===== config.mk =====
export PLATFORM = sky130hd
export DESIGN_NAME = sequence_generator
export DESIGN_NICKNAME = d
export VERILOG_FILES = /design/src/rtl/sequence_generator.sv
export SDC_FILE = /design/constraint.sdc
export NUM_CORES = 1
export LEC_CHECK = 0
export CORE_MARGIN = 2
export CORE_UTILIZATION = 58
export DETAILED_ROUTE_END_ITERATION = 16
export PLACE_DENSITY = 0.84
export SYNTH_ARGS = -nofsm -noshare
export SYNTH_HDL_FRONTEND = slang
export SYNTH_SLANG_ARGS = --single-unit

===== constraint.sdc =====
create_clock -name clk -period 3.2 [get_ports clk]
set_clock_uncertainty 0.05 [all_clocks]
set_input_delay 0.32 -clock clk [delete_from_list [all_inputs] [get_ports clk]]
set_output_delay 0.32 -clock clk [all_outputs]
set_load 0.01 [all_outputs]

===== src/rtl/sequence_generator.sv =====
// Serialises a captured PAT_W-bit pattern MSB first, repeated repeat_cnt+1 times with gap_cnt idle cycles between repetitions.
// Latency: first bit one cycle after the accepting edge; done pulses one cycle after the last bit; all outputs registered.
// Backpressure: none downstream; start is only taken while ready=1, requests while busy are dropped, not queued.
module sequence_generator #(
    parameter int PAT_W = 4
) (
    input  logic             clk,
    input  logic             reset,
    input  logic             start,
    input  logic [PAT_W-1:0] pattern_in,
    input  logic [3:0]       repeat_cnt,
    input  logic [3:0]       gap_cnt,
    output logic             ready,
    output logic             busy,
    output logic             serial_out,
    output logic             bit_valid,
    output logic             done
);

    localparam int BW = (PAT_W > 1) ? $clog2(PAT_W) : 1;
    localparam logic [BW-1:0] LAST_IDX = BW'(PAT_W - 1);
    localparam logic [BW-1:0] BIT_ONE  = BW'(1);

    localparam logic [1:0] IDLE   = 2'd0;
    localparam logic [1:0] SEND   = 2'd1;
    localparam logic [1:0] GAP    = 2'd2;
    localparam logic [1:0] FINISH = 2'd3;

    logic [1:0]       state;
    logic [PAT_W-1:0] pat_reg;    // pattern captured at acceptance
    logic [BW-1:0]    bit_cnt;    // index of the bit currently on serial_out
    logic [3:0]       rep_left;   // repetitions still to start after the current one
    logic [3:0]       gap_reg;    // captured gap length
    logic [3:0]       gap_left;   // GAP cycles remaining after the current one

    // Single registered FSM: state, counters and every output advance together on each edge.
    always_ff @(posedge clk) begin
        if (reset) begin
            state      <= IDLE;
            pat_reg    <= '0;
            bit_cnt    <= '0;
            rep_left   <= '0;
            gap_reg    <= '0;
            gap_left   <= '0;
            ready      <= 1'b1;
            busy       <= 1'b0;
            serial_out <= 1'b0;
            bit_valid  <= 1'b0;
            done       <= 1'b0;
        end else begin
            case (state)
                IDLE: begin
                    if (start) begin
                        state      <= SEND;
                        pat_reg    <= pattern_in;
                        rep_left   <= repeat_cnt;
                        gap_reg    <= gap_cnt;
                        gap_left   <= '0;
                        bit_cnt    <= LAST_IDX;
                        serial_out <= pattern_in[PAT_W-1];
                        bit_valid  <= 1'b1;
                        ready      <= 1'b0;
                        busy       <= 1'b1;
                    end
                end

                SEND: begin
                    if (bit_cnt != '0) begin
                        bit_cnt    <= bit_cnt - BIT_ONE;
                        serial_out <= pat_reg[bit_cnt - BIT_ONE];
                    end else if (rep_left != 4'd0) begin
                        if (gap_reg != 4'd0) begin
                            state      <= GAP;
                            gap_left   <= gap_reg - 4'd1;
                            serial_out <= 1'b0;
                            bit_valid  <= 1'b0;
                        end else begin
                            // Zero gap: next repetition's MSB follows the LSB directly.
                            rep_left   <= rep_left - 4'd1;
                            bit_cnt    <= LAST_IDX;
                            serial_out <= pat_reg[PAT_W-1];
                        end
                    end else begin
                        state      <= FINISH;
                        serial_out <= 1'b0;
                        bit_valid  <= 1'b0;
                        done       <= 1'b1;
                    end
                end

                GAP: begin
                    if (gap_left != 4'd0) begin
                        gap_left <= gap_left - 4'd1;
                    end else begin
                        state      <= SEND;
                        rep_left   <= rep_left - 4'd1;
                        bit_cnt    <= LAST_IDX;
                        serial_out <= pat_reg[PAT_W-1];
                        bit_valid  <= 1'b1;
                    end
                end

                FINISH: begin
                    state    <= IDLE;
                    done     <= 1'b0;
                    busy     <= 1'b0;
                    ready    <= 1'b1;
                    bit_cnt  <= '0;
                    rep_left <= '0;
                    gap_left <= '0;
                end

                default: begin
                    state      <= IDLE;
                    pat_reg    <= '0;
                    bit_cnt    <= '0;
                    rep_left   <= '0;
                    gap_reg    <= '0;
                    gap_left   <= '0;
                    ready      <= 1'b1;
                    busy       <= 1'b0;
                    serial_out <= 1'b0;
                    bit_valid  <= 1'b0;
                    done       <= 1'b0;
                end
            endcase
        end
    end

endmodule


# ---- Yosys cells after proc, flatten, opt, wreduce, memory -nomap -nowiden
# Cells that the tools add are included.
# W data, S select, Z words.
dict set report totals {
  ff_bits 25
  input_bits 15
  wordCells 91
}
dict set report classes {
  n_addsub 4
  n_lt_le_gt_ge 1
  n_eq_ne 14
  mux 44
  n_reduce_logical 17
}
# cell count
set ops {}
lappend ops {{$mux W4} 10}
lappend ops {{$pmux W4 S4} 2}
lappend ops {{$mux W2} 10}
lappend ops {{$ne A2 B2 Y1 const B} 8}
lappend ops {{$pmux W2 S4} 2}
lappend ops {{$reduce_and A5 Y1} 3}
lappend ops {{$mux W1} 14}
lappend ops {{$reduce_bool A4 Y1} 3}
lappend ops {{$sub A4 B1 Y4 const B} 3}
lappend ops {{$ne A3 B3 Y1 const B} 3}
lappend ops {{$reduce_and A4 Y1} 2}
lappend ops {{$pmux W1 S2} 3}
lappend ops {{$pmux W1 S3} 2}
lappend ops {{$reduce_and A3 Y1} 2}
lappend ops {{$reduce_bool A2 Y1} 3}
lappend ops {{$eq A2 B2 Y1 const B} 2}
lappend ops {{$reduce_and A2 Y1} 2}
lappend ops {{$lt A2 B3 Y1 const B} 1}
lappend ops {{$reduce_bool A3 Y1} 1}
lappend ops {{$bmux W1 S2} 1}
lappend ops {{$eq A2 B1 Y1 const B} 1}
lappend ops {{$logic_not A2 Y1} 1}
lappend ops {{$sub A2 B1 Y2 const B} 1}

# ---- Logic depth before layout (Yosys ltp)
# Gate-level depths: netlist of run 1.
dict set report depth {
  ltp_word 5
  ltp_mapped 8
  ltp_nobuf 7
}

# ---- Worst setup path before layout of run 1
# OpenSTA, ideal clock, no wires.
dict set report synth_timing {
  kind {reg-to-reg}
  from {register rep_left[0]}
  to {register bit_valid}
  setup_time_ns 0.134
  arrival_time_ns 1.617
  required_time_ns 3.016
  path_slack_ns 1.398
  path_stages_with_launch 7
  synth_period_minus_slack_ns 1.802
  path_cell_list {dfxtp_1 -> inv_1 -> ha_1 -> nor3b_1 -> o21ai_0 -> o311ai_0 -> o31ai_1}
}
dict set report synth_via {
  elab_chain_len 4
}
# item line_no
set synth_lines {}
lappend synth_lines {{start, declared} 32} ;# logic [3:0] rep_left;
lappend synth_lines {{start signal, assigned} 56} ;# rep_left <= repeat_cnt;
lappend synth_lines {{start signal, assigned} 79} ;# rep_left <= rep_left - 4'd1;
lappend synth_lines {{start signal, assigned} 96} ;# rep_left <= rep_left - 4'd1;
lappend synth_lines {{$reduce_bool A4 Y1 *} 71} ;# end else if (rep_left != 4'd0) begin
lappend synth_lines {{$mux W1} 71}
lappend synth_lines {{$mux W1} 68} ;# if (bit_cnt != '0) begin
lappend synth_lines {{$pmux W1 S3} 51} ;# case (state)
lappend synth_lines {{end signal, assigned} 48} ;# bit_valid <= 1'b0;
lappend synth_lines {{end signal, assigned} 61} ;# bit_valid <= 1'b1;
lappend synth_lines {{end signal, assigned} 76} ;# bit_valid <= 1'b0;
lappend synth_lines {{end, declared} 16} ;# output logic bit_valid,
# Mark *: on every way between the ends. The rest lies on a longest branch, timed or not. The select of a mux whose other input is x is not followed.
# A chain may end at the register's enable or synchronous reset.

# ---- Final worst setup path of run 1
dict set report layout_timing {
  from {register state[0]}
  to {register rep_left[0]}
}
dict set report layout_via {
  elab_chain_len 3
}
# item line_no
set layout_lines {}
lappend layout_lines {{start, declared} 29} ;# logic [1:0] state;
lappend layout_lines {{start signal, assigned} 39} ;# state <= IDLE;
lappend layout_lines {{start signal, assigned} 54} ;# state <= SEND;
lappend layout_lines {{start signal, assigned} 73} ;# state <= GAP;
lappend layout_lines {{$eq A2 B1 Y1, or another cell as far along} 51}
lappend layout_lines {{$ne A2 B2 Y1 (no source line)} -}
lappend layout_lines {{$reduce_and A5 Y1 (no source line)} -}
# Parallel ways exist; a longest one is shown, timed or not.

==> results.md, run 1 <==
* Cts hold-fix bufs at 0
* DIE WIDTH at 53.9 µm
* R2R depth at 6
* Yosys warns at 0
* Top cell type's share of synthesized area at 34.7%
* Type of destination of the critical path: register
* Max-slew violation count at 0
* Routed len/inst at 15.8 µm
* Final Hold Fails at 0
* Max IR drop VDD at 615 µV
* Placed Area at 1640 µm²
* Vias per inst at 6.41
* Initial core utilization at 59.9%
* Synth area leaders: dfxtp_1 35%, a21oi_1 8.3%, ha_1 7.8%, nand3_1 4.5%, nand2_1 4.2%
* Total number of vias at 1,410
* Clk slew on worst S/H paths at 150 ps
* GRT Residual Overflow at 0
* Worst hold-check path type: register to register
* Area grow syn2layout at 15.8%
* Synthesized Nets at 198
* Fraction of layout cells with a size suffix above 1 at 5.26%
* Final setup vio count at 0
* Worst Min Path Start: pat_reg[1]
* Worst Tran Pin Value at 651 ps
* Postcts setup bufs at 0
* Vias in the first global route at 1,320
* Row cnt at 18
* Root buf cell: clkbuf_4
* Post-synth top area cell: dfxtp_1
* CP Max Fanout at 7
* Worst skew pair latency at 330 ps
* Leakage at 0.603 nW
* Fmax at 484 MHz
* Synthesized flop and latch total at 25
* GP Congestion at 0.897
* Dpl hpwl at 2620 µm
* Final net count at 215
* Cts bufs inserted at 3
* Hold Path Cell Cnt at 2
* Commonest cells in the netlist: 25 x dfxtp_1, 24 x a21oi_1, 16 x nand2_1
* Final ANT Viol Nets at 0
* Most frequent cell after synthesis: dfxtp_1
* Mapped Area at 1440 µm²
* RSZ-0062 raised after global routing: false
* Detailed Route WL at 3490 µm
* Setup_tns at 0 ps
* R2r endpoint: rep_left[0]
* Post-CTS Resized at 0
* Total power at 0.00162 W
* Tcrit/Tclk final at 64.6%
* Overall Global Routing Usage at 26.8%
* Seq/Total Area, Yosys at 34.7%
* Pre-CTS setup slack at 1030 ps
* Die Ht at 53.9 µm
* Worst relative slew slack at 56.2%
* Iter 0 DRT Violations at 60
* H-tree Lvls at 1
* Ant diodes at 0
* Max cap viols at 0
* 1st-pass router iterations at 4
* EDFF count, synth at 0
* Antenna violations before repair at 0
* Hold EP: pat_reg[1]
* Setup slack, reg-to-reg at 1130 ps
* R2r startpoint: state[0]
* Crit path DAT at 2240 ps
* Avg Inst Size Synth at 8.30 µm²
* Yosys cell types at 39
* Longest Clk Path Bufs at 2
* Fillers at 199
* Largest net degree at the start of global routing at 22
* Design Area, Final at 1670 µm²
* Synth Flop Type: dfxtp_1
* Power per Cell Area at 972 nW/µm²
* Final Critical Period at 2070 ps
* CP startpoint kind: register
* Core area at 2410 µm²
* DRC viols at 0
* Clk sinks at 25
* CTS tree: yes
* Die ar. at 2900 µm²
* Global-route wire length before repair at 5710 µm
* Outcome: finished, final reports clean
* Req. time, crit path at 3370 ps
* Final WS setup at 1130 ps
* Mapped Cells at 174
* Io pins at 20
* IO Port Bufs at 19
* Crit path kind: register to register
* Async SR Flop Fraction at 0%
-- cells by family after synthesis --
family                     share of synthesized area, %
xor gates and xnor gates                           1.82
AOI/OAI and AO/OA                                  26.3
DFF                                                34.7
and+or+nand+nor                                    19.3
buffers and inverters                              5.72
adders and majority gates                          7.80
muxes                                              4.33
-- worst max-delay path, cell delays in order, from the launching register on --
cell and delay [ps]:
dfxtp_1 420, inv_1 100, ha_1 330, o41ai_1 180, nand2_1 290, a2111oi_0 500
nor3_1 80
-- power breakdown --
| part | internal, W | switching (W) |
|---|---|---|
| registers | 0.000420 | 0.000105 |
| clock network | 0.0000480 | 0.000103 |
| logic | 0.000401 | 0.000547 |
| total | 0.000869 | 0.000756 |
-- cell type report --
class	instances	area, µm²	share of cell area (%)
tap	30	37.5	2.25
clock buffer	3	22.5	1.35
sequential	25	500	29.9
inverter	10	37.5	2.25
timing repair buffer	21	205	12.3
multi-input combinational	130	861	51.5
clock inverter	1	7.51	0.449
-- per-layer routing --
metal	track usage, %	part of all wire [%]	vias up
met1	34.2	42	655
li1	-	-	676
met2	45.3	51	75
met3	3.33	6.5	4
met5	0	0	-
met4	10.7	0.80	0
-- through the flow --
step,instances,util [%],hold slack (ps)
2_1_floorplan,174,-,383
4_1_cts,220,69.4,416
6_report,220,69.4,415
3_5_place_dp,216,68.1,397
3_3_place_gp,216,68.1,394
5_1_grt,220,69.4,454
-- layout by cell type, fill, tap and decap left out, types with 5 or more instances in the layout --
master / Yosys / layout
nand2_1: 16 / 16
ha_1: 9 / 9
inv_1: 10 / 10
o21ai_0: 10 / 10
nand3_1: 13 / 13
dfxtp_1: 25 / 25
a21oi_1: 24 / 24
clkdlybuf4s50_1: 0 / 19
nor2_1: 5 / 5
-- how the worst max path moves through the flow --
stage	startpoint	to	slack, ps	cells after the start
after global placement	start	serial_out	1120	5
after detailed placement	start	serial_out	1030	5
final	state[0]	rep_left[0]	1130	6
after CTS	state[0]	serial_out	1190	6
after global routing	state[0]	rep_left[1]	940	6
after floorplan	rep_left[0]	bit_valid	1400	6
No activity file was read; power rests on OpenSTA's default activity.
==> inputs of run 2 (changes only) <==
--- a/config.mk
+++ b/config.mk
@@ -6,9 +6,9 @@
 export NUM_CORES = 1
 export LEC_CHECK = 0
 export CORE_MARGIN = 2
-export CORE_UTILIZATION = 58
+export CORE_UTILIZATION = 48
 export DETAILED_ROUTE_END_ITERATION = 16
-export PLACE_DENSITY = 0.84
+export PLACE_DENSITY = 0.74
 export SYNTH_ARGS = -nofsm -noshare
 export SYNTH_HDL_FRONTEND = slang
 export SYNTH_SLANG_ARGS = --single-unit
==> constraint.sdc (replaced) <==
create_clock -name clk -period 1.9 [get_ports clk]
set_clock_uncertainty 0.05 [all_clocks]
set_input_delay 0.19 -clock clk [delete_from_list [all_inputs] [get_ports clk]]
set_output_delay 0.19 -clock clk [all_outputs]
set_load 0.01 [all_outputs]
==> run 2 against run 1 <==
Net effect: the flow now finishes with violations (design-rule violations); non-clock buffer count is 11 higher; utilization is 6.1 points lower; sequential cell count stayed put; total power is 77% higher.
==> results.md, run 2 (same netlist as run 1, synthesis figures left out) <==
* Root buf cell: clkbuf_4 (unchanged)
* Fmax at 548 MHz (was 484 MHz)
* Max IR drop VDD at 734 µV (was 615 µV)
* Req. time, crit path at 2060 ps (was 3370 ps)
* Vias in the first global route at 1,342 (was 1,320)
* Finished Layout Cells at 232 (was 220)
* Crit path kind: register to register (unchanged)
* Hold_ws at 367 ps (was 415 ps)
* Largest net degree at the start of global routing at 14 (was 22)
* CP startpoint kind: register (unchanged)
* Outcome: finished, violations left (was finished, final reports clean)
* Commonest cells after routing, fill and taps aside: 23 x a21oi_1, 22 x dfxtp_1, 19 x clkdlybuf4s50_1 (was 25 x dfxtp_1, 24 x a21oi_1, 19 x clkdlybuf4s50_1)
* Area occupied by multi-input gates at 881 µm² (was 861 µm²)
* Slowest cell on crit path: o41ai_1 (was a2111oi_0)
* Failing checks: design-rule violations
* Longest Clk Path Bufs at 2 (unchanged)
* Final Hold Fails at 0 (unchanged)
* GP Congestion at 0.898 (was 0.897)
* Io pins at 20 (unchanged)
* Final Critical Period at 1830 ps (was 2070 ps)
* CTS tree: yes (unchanged)
* Iter 0 DRT Violations at 62 (was 60)
* Final net count at 226 (was 215)
* Vias per inst at 6.03 (was 6.41)
* Commonest non-fill, non-tap cell in the layout: a21oi_1 (was dfxtp_1)
* Ant diodes at 0 (unchanged)
* Tcrit/Tclk final at 96.1% (was 64.6%)
* Max cap viols at 0 (unchanged)
* Die Ht at 58.8 µm (was 53.9 µm)
* Overall Global Routing Usage at 21.3% (was 26.8%)
* Worst hold-check path type: input pin to register (was register to register)
* Core area at 2810 µm² (was 2410 µm²)
* Worst relative slew slack at 67.5% (was 56.2%)
* Area grow syn2layout at 23.0% (was 15.8%)
* Placed cells at 225 (was 216)
* Crit path DAT at 1990 ps (was 2240 ps)
* DRC viols at 1 (was 0)
* Clk slew on worst S/H paths at 140 ps (was 150 ps)
* Max stage delay on crit path at 520 ps (was 500 ps)
* Design Area, Final at 1780 µm² (was 1670 µm²)
* Max-slew violation count at 0 (unchanged)
* Total number of vias at 1,398 (was 1,410)
* IO Port Bufs at 19 (unchanged)
* GRT Residual Overflow at 0 (unchanged)
* Worst skew pair latency at 320 ps (was 330 ps)
* Global-route wire length before repair at 5780 µm (was 5710 µm)
* Final ANT Viol Nets at 0 (unchanged)
* CP Max Fanout at 6 (was 7)
* Row cnt at 19 (was 18)
* Setup_tns at 0 ps (unchanged)
* 1st-pass router iterations at 11 (was 4)
* Fraction of layout cells with a size suffix above 1 at 13.4% (was 5.26%)
* Detailed Route WL at 3390 µm (was 3490 µm)
* Power per Cell Area at 1620 nW/µm² (was 972 nW/µm²)
* Initial core utilization at 51.5% (was 59.9%)
* Final setup vio count at 0 (unchanged)
* Dpl hpwl at 2540 µm (was 2620 µm)
* Routed len/inst at 14.6 µm (was 15.8 µm)
* Die ar. at 3460 µm² (was 2900 µm²)
* Leakage at 0.659 nW (was 0.603 nW)
* Cts bufs inserted at 3 (unchanged)
* Reg area at 504 µm² (was 500 µm²)
* Worst Path Buf+Inv at 1 (unchanged)
* Crit-path leading delay family: compound AO/OA/AOI/OAI gates (unchanged)
* Antenna violations before repair at 0 (unchanged)
* RSZ-0062 raised after global routing: true (was false)
* DIE WIDTH at 58.8 µm (was 53.9 µm)
* Type of destination of the critical path: register (unchanged)
* Worst Tran Pin Value at 481 ps (was 651 ps)
* H-tree Lvls at 1 (unchanged)
* Placed Area at 1700 µm² (was 1640 µm²)
* Cts hold-fix bufs at 0 (unchanged)
* Fillers at 268 (was 199)
* Sequence of cells on the critical path: o41ai_1, nand2_1, buf_4, a2111oi_1, nor3_1 (was inv_1, ha_1, o41ai_1, nand2_1, a2111oi_0, nor3_1)
* Clk sinks at 25 (unchanged)
* Total power at 0.00287 W (was 0.00162 W)
run 2: what timing repair did:
action,CTS,global route
setup buffers,0,3
gates resized for setup,0,10
setup endpoints to repair,0,11
run 2: layer usage:
layer / global-route usage [%] / wire length (µm) / up-vias
met1: 28.1 / 1530 / 659
li1: - / - / 696
met2: 35.2 / 1680 / 36
met5: 0 / 0 / -
met3: 3.30 / 123 / 7
met4: 7.79 / 49 / 0
run 2: worst paths after layout:
check        cells past startpoint     endpoint   startpoint  slack (ps)
max                              5  rep_left[1]  gap_left[0]          70
min                              3   gap_reg[1]   gap_cnt[1]         370
max reg2reg                      5  rep_left[1]  gap_left[0]          70
min reg2reg                      2   pat_reg[2]   pat_reg[2]         410
run 2: per-stage QoR:
stage,setup WS (ps),utilization [%]
finish,73.9,63.3
global route,-85.8,63.3
CTS,3.56,61.6
detailed placement,22.7,60.7
global placement,66.7,60.7
floorplan,98.4,-
run 2: report_power, final:
group / leakage, nW / total [W] / switching (W) / internal (W)
Clock: 0.0150 / 0.000241 / 0.000158 / 0.0000822
Sequential: 0.207 / 0.000887 / 0.000175 / 0.000711
Combinational: 0.437 / 0.00174 / 0.000935 / 0.000807
Total: 0.659 / 0.00287 / 0.00127 / 0.00160
run 2: worst register-to-register path: cells and delay by family, from the launching register on:
family          cells  cell delay (ps)
compound gates      2              890
buf+inv             1              190
flops               1              370
simple gates        2              220
run 2: area by class of cell:
class	count	area share (%)
clock buffer	4	1.48
timing repair buffer	32	16.2
sequential	25	28.4
multi-input combinational	130	49.6
tap	31	2.18
inverter	10	2.11
==> inputs of run 3 (changes only) <==
--- a/config.mk
+++ b/config.mk
@@ -9,6 +9,7 @@
 export CORE_UTILIZATION = 48
 export DETAILED_ROUTE_END_ITERATION = 16
 export PLACE_DENSITY = 0.74
+export SETUP_SLACK_MARGIN = 0.05
 export SYNTH_ARGS = -nofsm -noshare
 export SYNTH_HDL_FRONTEND = slang
 export SYNTH_SLANG_ARGS = --single-unit
==> run 3 against run 2 <==
Net effect: sequential power up 2%; clock power grew 2%; maximum frequency up 0.36%; the run still ends with design-rule violations left; critical path type unchanged; total power grew 4.5%; critical path depth unchanged; first-iteration DRC count grew 34%; sequential share of layout area is 0.61 points lower; hold slack worse by 8.0 ps; design area increased by 3.0%; largest cell class unchanged; register-to-register slack about the same.
==> results.md, run 3 (same netlist as run 1, synthesis figures left out) <==
* Initial core utilization at 51.5% (unchanged)
* CP startpoint kind: register (unchanged)
* Global-route wire length before repair at 5920 µm (was 5780 µm)
* Req. time, crit path at 2110 ps (was 2060 ps)
* Fmax at 550 MHz (was 548 MHz)
* Worst relative slew slack at 78.0% (was 67.5%)
* DRC viols at 1 (unchanged)
* DIE WIDTH at 58.8 µm (unchanged)
* Largest net degree at the start of global routing at 14 (unchanged)
* Fraction of layout cells with a size suffix above 1 at 15.9% (was 13.4%)
* Final Critical Period at 1820 ps (was 1830 ps)
* Max IR drop VDD at 747 µV (was 734 µV)
* GRT Residual Overflow at 0 (unchanged)
* Final net count at 226 (unchanged)
* Slowest cell on crit path: or4_4 (was o41ai_1)
* IO Port Bufs at 19 (unchanged)
* Type of destination of the critical path: register (unchanged)
* CP Max Fanout at 5 (was 6)
* Final design utilization at 65.2% (was 63.3%)
* Antenna violations before repair at 0 (unchanged)
* Commonest non-fill, non-tap cell in the layout: a21oi_1 (unchanged)
* Worst Tran Pin Value at 329 ps (was 481 ps)
* Vias in the first global route at 1,385 (was 1,342)
* Area grow syn2layout at 26.6% (was 23.0%)
* Crit path kind: register to register (unchanged)
* Crit path DAT at 2030 ps (was 1990 ps)
* Die Ht at 58.8 µm (unchanged)
* Worst hold-check path type: input pin to register (unchanged)
* Sequence of cells on the critical path: or4_4, o31ai_4, buf_4, a21oi_1, nor3_1 (was o41ai_1, nand2_1, buf_4, a2111oi_1, nor3_1)
* GP Congestion at 0.898 (unchanged)
* Core area at 2810 µm² (unchanged)
* Failing checks: design-rule violations (unchanged)
* Clk slew on worst S/H paths at 140 ps (about the same)
* 1st-pass router iterations at 10 (was 11)
* Final Hold Fails at 0 (unchanged)
* Tcrit/Tclk final at 95.8% (was 96.1%)
* Commonest cells after routing, fill and taps aside: 23 x a21oi_1, 21 x dfxtp_1, 19 x clkdlybuf4s50_1 (was 23 x a21oi_1, 22 x dfxtp_1, 19 x clkdlybuf4s50_1)
* Total power at 0.00300 W (was 0.00287 W)
* Outcome: finished, violations left (unchanged)
* Max cap viols at 0 (unchanged)
* Longest Clk Path Bufs at 2 (unchanged)
* RSZ-0062 raised after global routing: true (unchanged)
* Root buf cell: clkbuf_4 (unchanged)
* Leakage at 0.680 nW (was 0.659 nW)
* Final setup vio count at 0 (unchanged)
* Pre-CTS setup slack at 22.7 ps (unchanged)
* Detailed Route WL at 3550 µm (was 3390 µm)
* Total number of vias at 1,429 (was 1,398)
* Die ar. at 3460 µm² (unchanged)
* Max-slew violation count at 0 (unchanged)
* Final WS setup at 80.4 ps (was 73.9 ps)
* Power per Cell Area at 1640 nW/µm² (was 1620 nW/µm²)
* Cts bufs inserted at 3 (unchanged)
* Setup_tns at 0 ps (unchanged)
* H-tree Lvls at 1 (unchanged)
* Routed len/inst at 15.3 µm (was 14.6 µm)
* Final ANT Viol Nets at 0 (unchanged)
* Vias per inst at 6.16 (was 6.03)
* Io pins at 20 (unchanged)
* Cts hold-fix bufs at 0 (unchanged)
* Iter 0 DRT Violations at 83 (was 62)
* Dpl hpwl at 2540 µm (unchanged)
* Clk sinks at 25 (unchanged)
* CTS tree: yes (unchanged)
* Max stage delay on crit path at 600 ps (was 520 ps)
* Overall Global Routing Usage at 21.9% (was 21.3%)
* Hold_ws at 359 ps (was 367 ps)
* Ant diodes at 0 (unchanged)
* Row cnt at 19 (unchanged)
* Worst skew pair latency at 320 ps (about the same)
-- run 3: cell types whose count changed in the layout (fill, tap and decap cells not counted) --
| cell | previous run | this run |
|---|---|---|
| a211oi_1 | 2 | 1 |
| a211oi_2 | 0 | 1 |
| a31oi_1 | 3 | 2 |
| a31oi_4 | 0 | 1 |
| dfxtp_1 | 22 | 21 |
| dfxtp_4 | 0 | 1 |
| nand2b_1 | 3 | 2 |
| nand2b_4 | 0 | 1 |
| o21ai_0 | 10 | 9 |
| o21ai_1 | 0 | 1 |
| o41ai_1 | 1 | 0 |
| o41ai_4 | 0 | 1 |
| or3b_2 | 1 | 0 |
| or3b_4 | 0 | 1 |
-- run 3: stage by stage --
stage	instances	cell area, µm²
final	232	1830
after CTS	230	1740
after floorplan	174	1440
after detailed placement	225	1700
after global routing	232	1830
after global placement	225	1700
-- run 3: metal layers --
metal / global-route usage (%) / share of wire [%] / up-vias
met2: 36.5 / 50 / 50
met3: 3.52 / 4.1 / 8
met4: 9.09 / 1.4 / 0
li1: - / - / 694
met5: 0 / 0 / -
met1: 28.1 / 44 / 677
-- run 3: cell type report --
class	instances	area, µm²
fill	250	977
multi-input combinational	130	930
sequential	25	508
timing repair buffer	32	288
tap	31	38.8
inverter	10	37.5
clock buffer	4	26.3
-- run 3: power breakdown --
part	total, W	leakage [nW]	internal [W]	switching (W)
Clock	0.000246	0.0150	0.0000823	0.000163
Combinational	0.00185	0.457	0.000845	0.00100
Sequential	0.000906	0.208	0.000714	0.000192
Total	0.00300	0.680	0.00164	0.00136
-- run 3: worst max-delay path, delay by kind of cell, from the launching register on --
| kind | cells | cell delay [ps] |
|---|---|---|
| flops | 1 | 370 |
| simple gates | 2 | 750 |
| compound gates | 2 | 400 |
| buf+inv | 1 | 180 |
-- run 3: path summary, 6_finish.rpt --
check / from / depth (start not counted) / to / slack (ps)
max reg2reg: gap_reg[1] / 5 / rep_left[0] / 80
min: gap_cnt[1] / 3 / gap_reg[1] / 360
min reg2reg: pat_reg[2] / 2 / pat_reg[2] / 410
max: gap_reg[1] / 5 / rep_left[0] / 80
-- run 3: timing repair --
| action | CTS | global route |
|---|---|---|
| hold endpoints to repair | 0 | 0 |
| gates resized for setup | 0 | 20 |
| endpoints found under the setup margin | 3 | 14 |
| setup buffers | 1 | 2 |
| pin swaps | 1 | 5 |
